[config.mk]
export PLATFORM = sky130hd
export DESIGN_NAME = mem_client
export DESIGN_NICKNAME = d
export VERILOG_FILES = /design/src/rtl/mem_pkg.sv /design/src/rtl/mem_client.sv
export SDC_FILE = /design/constraint.sdc
export NUM_CORES = 1
export LEC_CHECK = 0
export BUFFER_PORTS_ARGS = -buffer_cell sky130_fd_sc_hd__buf_2
export CAP_MARGIN = 40
export CORE_MARGIN = 5
export CORE_UTILIZATION = 45
export CTS_BUF_LIST = sky130_fd_sc_hd__clkbuf_2 sky130_fd_sc_hd__clkbuf_4 sky130_fd_sc_hd__clkbuf_8
export CTS_CLUSTER_DIAMETER = 40
export DETAILED_ROUTE_END_ITERATION = 10
export PLACE_DENSITY = 0.72
export SYNTH_ARGS = -nofsm -noshare
export SYNTH_HDL_FRONTEND = slang
export SYNTH_SLANG_ARGS = --single-unit
[constraint.sdc]
create_clock -name clk -period 4.79 [get_ports clk]
set_input_delay 0.2395 -clock clk [delete_from_list [all_inputs] [get_ports clk]]
set_output_delay 0.2395 -clock clk [all_outputs]
set_load 0.02 [all_outputs]
[src/rtl/mem_pkg.sv]
// Shared definitions for memory-arbiter clients: bus widths, FSM state encoding
// and sizing helpers. Also used by the arbiter and by later clients.
package mem_pkg;
    localparam int ADDR_W = 8;
    localparam int DATA_W = 8;

    typedef logic [1:0] state_t;
    localparam state_t IDLE = 2'd0;
    localparam state_t REQ  = 2'd1;
    localparam state_t REL  = 2'd2;
    localparam state_t DONE = 2'd3;

    // Width of a "byte count minus one" field; never narrower than one bit.
    function automatic int len_width(input int max_bytes);
        return (max_bytes > 1) ? $clog2(max_bytes) : 1;
    endfunction

    // Number of byte beats a command with the given length field produces.
    function automatic int beat_count(input int len);
        return len + 1;
    endfunction
endpackage

[src/rtl/mem_client.sv]
// Client-side initiator for the shared memory arbiter: splits one command into
// byte beats, runs the 4-phase request/ready handshake per beat, assembles reads.
module mem_client
    import mem_pkg::*;
#(
    parameter  int MAX_BYTES = 4,
    localparam int LEN_W     = len_width(MAX_BYTES)
) (
    input  logic                          clk,
    input  logic                          rst,
    input  logic                          cmd_valid,
    output logic                          cmd_ready,
    input  logic [ADDR_W-1:0]             cmd_addr,
    input  logic                          cmd_we,
    input  logic [LEN_W-1:0]              cmd_len,
    input  logic [DATA_W*MAX_BYTES-1:0]   cmd_wdata,
    output logic                          rsp_valid,
    output logic [DATA_W*MAX_BYTES-1:0]   rsp_rdata,
    output logic                          request,
    output logic [ADDR_W-1:0]             addr,
    output logic                          we,
    output logic [DATA_W-1:0]             wdata,
    input  logic                          ready,
    input  logic [DATA_W-1:0]             rdata
);
    state_t                           state, state_nxt;
    logic [MAX_BYTES-1:0][DATA_W-1:0] wbuf, acc;
    logic [LEN_W-1:0]                 beat, beat_inc, len;
    logic                             we_cmd, pend, accept, last;
    logic                             cmd_ready_nxt, request_nxt, rsp_valid_nxt, we_nxt;

    assign accept    = cmd_valid & cmd_ready;
    assign beat_inc  = beat + 1'b1;
    assign last      = (beat == len);
    assign rsp_rdata = acc;

    always_ff @(posedge clk) begin
        if (rst) state <= IDLE;
        else     state <= state_nxt;
    end

    // pend marks a command accepted under a stale grant: its first beat has
    // not been requested yet, so REL must not advance the beat counter.
    always_comb begin
        state_nxt = state;
        case (state)
            IDLE: if (accept) state_nxt = ready ? REL : REQ;
            REQ:  if (ready)  state_nxt = REL;
            REL:  if (!ready) state_nxt = (pend || !last) ? REQ : DONE;
            DONE: state_nxt = IDLE;
            default: state_nxt = IDLE;
        endcase
    end

    always_comb begin
        cmd_ready_nxt = (state_nxt == IDLE);
        request_nxt   = (state_nxt == REQ);
        rsp_valid_nxt = (state_nxt == DONE);
        we_nxt        = (state_nxt == REQ) & (accept ? cmd_we : we_cmd);
    end

    always_ff @(posedge clk) begin
        if (rst) begin
            cmd_ready <= 1'b0;
            request   <= 1'b0;
            rsp_valid <= 1'b0;
            we        <= 1'b0;
            addr      <= '0;
            wdata     <= '0;
            acc       <= '0;
            wbuf      <= '0;
            we_cmd    <= 1'b0;
            len       <= '0;
            beat      <= '0;
            pend      <= 1'b0;
        end else begin
            cmd_ready <= cmd_ready_nxt;
            request   <= request_nxt;
            rsp_valid <= rsp_valid_nxt;
            we        <= we_nxt;
            if (accept) begin
                addr   <= cmd_addr;
                wdata  <= cmd_wdata[DATA_W-1:0];
                wbuf   <= cmd_wdata;
                we_cmd <= cmd_we;
                len    <= cmd_len;
                beat   <= '0;
                pend   <= ready;
                acc    <= '0;
            end else begin
                case (state)
                    REQ: if (ready && !we_cmd) acc[beat] <= rdata;
                    REL: begin
                        if (!ready) begin
                            if (pend) begin
                                pend <= 1'b0;
                            end else if (!last) begin
                                beat  <= beat_inc;
                                addr  <= addr + 8'd1;
                                wdata <= wbuf[beat_inc];
                            end
                        end
                    end
                    default: ;
                endcase
            end
        end
    end
endmodule

After elaboration in Yosys (flattened, before gate mapping)

Cells that the tools add are included.

Add/subtract/negate cells: 2
Multiply operators: 0
Div/mod/pow operators: 0
Order comparisons: 3
Equality and inequality tests: 9
Shifts and indexed selects: 0
Muxes and demuxes: 25
Bitwise gates (word level): 5
Reductions and logical operators: 13

Operators with widths:

| operator              | count |
|---|---|
| $mux W8               | 12 |
| $bwmux W32            | 1 |
| $bmux W8 S2           | 1 |
| $demux W8 S2          | 1 |
| $mux W2               | 5 |
| $add A8 B1 Y8 const B | 1 |
| $pmux W2 S4           | 1 |
| $reduce_and A4 Y1     | 2 |
| $eq A2 B2 Y1 const B  | 3 |
| $lt A2 B3 Y1 const B  | 2 |
| $eq A2 B1 Y1 const B  | 2 |
| $logic_not A2 Y1      | 2 |
| $mux W1               | 4 |
| $ne A2 B1 Y1 const B  | 2 |
| $reduce_and A2 Y1     | 2 |
| $not A1 Y1            | 3 |
| $add A2 B1 Y2 const B | 1 |
| $and A1 B1 Y1         | 2 |
| $eq A2 B2 Y1          | 1 |
| $ge A2 B1 Y1 const B  | 1 |
| $logic_and A1 B1 Y1   | 2 |
| $logic_not A1 Y1      | 2 |
| $ne A2 B2 Y1 const B  | 1 |
| $reduce_bool A2 Y1    | 1 |
| 2 further kinds       | 2 |

Register bits: 92
Bits in latches: 0
RAM bits: 0
Bits in read-only memories: 0
Input bits: 55
Output and inout bits: 52
Word-level logic and storage cells: 76
Memories kept: 0

Logic depth before layout (Yosys ltp)

Word-level depth: 8
Mapped depth: 7
Mapped depth without buffers: 5

Least setup slack after synthesis

OpenSTA, ideal clock, no wires.

Kind: reg-to-reg
Start: register beat[0]
End: register wdata[0]
Setup time: 134 ps
Arrival: 2,040 ps
Slack: 2,616 ps
Cell stages (with the launch flop): 8
Buffers on the path: 2
Period minus slack after synthesis: 2,174 ps
Cell sequence: dfxtp_1 > buf_1 > inv_1 > ha_1 > clkbuf_1 > mux4_2 > nand2_1 > a211oi_1

Word-level cells in the longest chain between the ends: 8
Elaborated cells between the ends (all ways): 11

RTL lines:

| what                          | RTL line          | text |
|---|---|---|
| from (decl)                   | mem_client.sv:28  | `logic [LEN_W-1:0] beat, beat_inc, len;` |
| from (signal assigned)        | mem_client.sv:98  | `beat <= beat_inc;` |
| $add A2 B1 Y2                 | mem_client.sv:33  | `assign beat_inc = beat + 1'b1;` |
| named net beat_inc[0]         | mem_client.sv:28  |  |
| $bmux W8 S2                   | mem_client.sv:100 | `wdata <= wbuf[beat_inc];` |
| $mux W8 (implied by the code) | mem_client.sv:100 |  |
| $mux W8                       | mem_client.sv:97  | `end else if (!last) begin` |
| $mux W8                       | mem_client.sv:95  | `if (pend) begin` |
| $mux W8                       | mem_client.sv:94  | `if (!ready) begin` |
| $mux W8                       | mem_client.sv:91  | `case (state)` |
| $mux W8                       | mem_client.sv:81  | `if (accept) begin` |
| to (signal assigned)          | mem_client.sv:83  | `wdata <= cmd_wdata[DATA_W-1:0];` |
| to (signal assigned)          | mem_client.sv:100 |  |
| to (decl)                     | mem_client.sv:22  | `output logic [DATA_W-1:0] wdata,` |

The timed path passes the listed nets, and every way through them passes these cells. The select of a mux whose other input is x is not followed.
A chain may end at the register's enable or synchronous reset.

Worst setup path after layout

Start: register beat[0]
End: register addr[5]

Word-level cells in the longest chain between the ends: 3

RTL lines:

| what                               | RTL line         | text |
|---|---|---|
| $eq A2 B2 Y1                       | mem_client.sv:34 | `assign last = (beat == len);` |
| $ne A2 B2 Y1 (no source line)      | --               |  |
| $reduce_and A4 Y1 (no source line) | --               |  |
| to (signal assigned)               | mem_client.sv:82 | `addr <= cmd_addr;` |
| to (signal assigned)               | mem_client.sv:99 | `addr <= addr + 8'd1;` |
| to (decl)                          | mem_client.sv:20 | `output logic [ADDR_W-1:0] addr,` |

Every way passes these cells.

==> run_results.csv <==
group,metric,value,unit
sta,setup_violations,0,
logic_synthesis,ys.flop_type,"dfxtp_1",
setup_path,cp_max_fo,20,
global_routing,grt_max_degree,51,
floorplan,core-area,0.008134,mm²
clock_network,cts_buffer_depth,2,
cells_and_area,syn_to_final_growth,21.60,%
power,p_sw,0.4200,mW
logic_synthesis,synthArstFlopShare,0,%
logic_synthesis,avgSynthCellArea,8.324,µm²
detailed_routing,avgRoutedWirePerCell,14.46,µm
detailed_routing,postRouteWirelength,9299,µm
global_routing,grt_overflow,0,
floorplan,die_x,100.8,µm
clock_network,ctsHoldBuffers,0,
logic_synthesis,synth_top_area_share,49.61,%
global_routing,grt_use_total,18.38,%
cells_and_area,n_antenna_cell,0,
cells_and_area,multi_input_area,0.001724,mm²
sta,fmax,419.1,MHz
power,power_density,343.8,mW/mm²
logic_synthesis,synth_nets,506,
power,p_int,1.132,mW
power,seq_power_share,53.2,%
logic_synthesis,yosysTopAreaCell,"dfxtp_1",
cells_and_area,final_net_count,593,
sta,final-max-slew-violation-count,0,
clock_network,cts_resized,0,
setup_path,r2r_start,"beat[0]",
setup_path,r2r_slack,2.40,ns
sta,finalSetupTns,0,ns
power,clkPwrFrac,35.0,%
power,comb_power_share,11.9,%
logic_synthesis,syn_inst,446,
placed_design,place.gp.congestion,0.7760,
job,cap_violations,0,
placed_design,dp_hpwl,6579,µm
logic_synthesis,ys_ff_latch,92,
power,ir_drop,0.1561,mV
logic_synthesis,synth_cell_type_count,33,
clock_network,cts_tree,"built",
floorplan,num_io_pins,107,
sta,tightestPinTransition,0.8261,ns
logic_synthesis,yosys_warnings,0,
logic_synthesis,synth_seq_area_share,49.61,%
floorplan,die_h,100.8,µm
cells_and_area,nFillCells,775,
detailed_routing,first_iter_violations,175,
setup_path,worstRegToRegCells,4,
global_routing,antenna_found_initial,0,
cells_and_area,regArea,0.001842,mm²
clock_network,cts_buffers,9,
power,leakage,1.765,nW
sta,final-hold-violation-count,0,
placed_design,io_buffers,106,
floorplan,initial_core_util,45.64,%
detailed_routing,vias_per_cell,5.257,
cells_and_area,drive_above_1_share,25.65,%
worst_hold_path,hp-class,"input pin to flip-flop",
setup_path,critPathKind,"flip-flop to flip-flop",
sta,period_minus_slack,2.386,ns
clock_network,path_clk_slew,0.10,ns
setup_path,required,5.06,ns
logic_synthesis,synthTopCellsByArea,"dfxtp_1, nand2_1, a21oi_1",
power,p_sw_share,27.07,%
clock_network,clkLatencyLatePin,0.36,ns
cells_and_area,fin_util,55.50,%
global_routing,grt_pass1_vias,3204,
setup_path,critPathLaunchType,"flip-flop",
logic_synthesis,synth_edf_count,0,
setup_path,cp.arrival,2.65,ns
floorplan,die_area,0.01017,mm²
sta,skew,0.01306,ns
global_routing,grt_pass1_wl,15040,µm
clock_network,cts-root-buf,"clkbuf_8",
floorplan,fp-row-count,33,
setup_path,cp-startpoint,"beat[0]",
detailed_routing,route.detailed.drc,0,
clock_network,post_cts_buffers,0,
outcome,outcome,"completed",
setup_path,worstReg2RegEnd,"addr[5]",
cells_and_area,mostFrequentLayoutCells,"nand2_1, buf_2, dfxtp_1",
setup_path,worstSetupEndpoint,"addr[5]",
detailed_routing,drtAntennaViolNets,0,
sta,rsz0062_at_grt,"no",
cells_and_area,final_common_cell,"nand2_1",
detailed_routing,drt-pass1-iter-count,8,
clock_network,cts_sinks,92,
sta,max_slew_margin,44.92,%
clock_network,cts-htree-levels,3,
logic_synthesis,syn_area,0.003712,mm²
detailed_routing,vias,3380,
setup_path,endpoint_kind,"flip-flop",
sta,fin_crit_sh,49.81,%
-- worst min path at each step --
stage	from	to	cells past startpoint
4_1_cts	cmd_wdata[17]	wbuf[17]	3
3_5_place_dp	rsp_rdata[1]	rsp_rdata[1]	2
6_report	cmd_wdata[23]	wbuf[23]	3
5_1_grt	cmd_wdata[25]	wbuf[25]	3
3_3_place_gp	rsp_rdata[0]	rsp_rdata[0]	2
2_1_floorplan	cmd_wdata[0]	wbuf[0]	2
-- final cells by class --
type                       instances  share of cell area (%)
clock inverter                     6                   1.580
sequential                        92                   40.80
inverter                           4                  0.3326
clock buffer                      10                   3.049
timing repair buffer             110                   13.14
multi-input combinational        316                   38.19
tap                              105                   2.910
-- layer usage --
| layer | share of wire (%) | vias up | routed length [µm] | global-route usage [%] |
|---|---|---|---|---|
| li1 | - | 1703 | - | - |
| met1 | 43 | 1561 | 4033 | 24.38 |
| met2 | 48 | 106 | 4466 | 29.47 |
| met3 | 7.6 | 10 | 711 | 4.637 |
| met4 | 0.96 | 0 | 89 | 5.699 |
| met5 | 0 | - | 0 | 0 |
-- state kept, by name, summed over array words and instances, names as in the netlist --
name,flops
rsp_rdata,32
wbuf,32
addr,8
wdata,8
beat,2
len,2
state,2
cmd_ready,1
pend,1
request,1
rsp_valid,1
we,1
we_cmd,1
-- through the flow --
| stage | power (mW) | hold slack [ns] | setup WS, ns | area (µm²) | instances |
|---|---|---|---|---|---|
| 2_1_floorplan | 0.9527 | 0.3755 | 2.616 | 3712 | 446 |
| 3_3_place_gp | 1.014 | 0.4416 | 2.257 | 4243 | 623 |
| 3_5_place_dp | 1.027 | 0.4453 | 2.349 | 4305 | 627 |
| 4_1_cts | 1.559 | 0.1038 | 2.366 | 4514 | 643 |
| 5_1_grt | 1.620 | 0.1122 | 2.124 | 4514 | 643 |
| 6_report | 1.552 | 0.1090 | 2.404 | 4514 | 643 |
-- critical path, cell delays in order, from the launching register on --
cell      delay (ns)
dfxtp_1         0.82
xnor2_1         0.24
a21o_1          0.42
or4_1           0.57
a311oi_1        0.25
-- Yosys cell counts, types with 2 or more instances --
library cell / number
a211oi_1: 12
a21o_1: 2
a21oi_1: 79
a311oi_1: 5
and2_1: 2
buf_1: 7
clkbuf_1: 26
dfxtp_1: 92
ha_1: 5
inv_1: 4
mux4_2: 8
nand2_1: 117
nand3_1: 36
nor2_1: 18
nor3_1: 3
nor4_1: 2
o21ai_0: 4
o31ai_1: 2
or3_1: 3
or4_1: 2
xnor2_1: 5
-- cell families after synthesis --
group	after synthesis	synth area share (%)
muxes	9	5.123
AOI/OAI and AO/OA	107	16.25
adders and majority gates	5	1.685
xor gates and xnor gates	5	1.180
buffers and inverters	38	4.044
and+or+nand+nor	190	22.11
DFF	92	49.61
-- power groups by stage --
stage / Clock, mW / Combinational (mW) / Sequential [mW]
4_1_cts: 0.549 / 0.185 / 0.825
5_1_grt: 0.586 / 0.203 / 0.831
3_5_place_dp: 0 / 0.184 / 0.843
3_3_place_gp: 0 / 0.173 / 0.841
6_report: 0.543 / 0.184 / 0.825
2_1_floorplan: 0 / 0.0974 / 0.855
No activity file was read; power rests on OpenSTA's default activity.
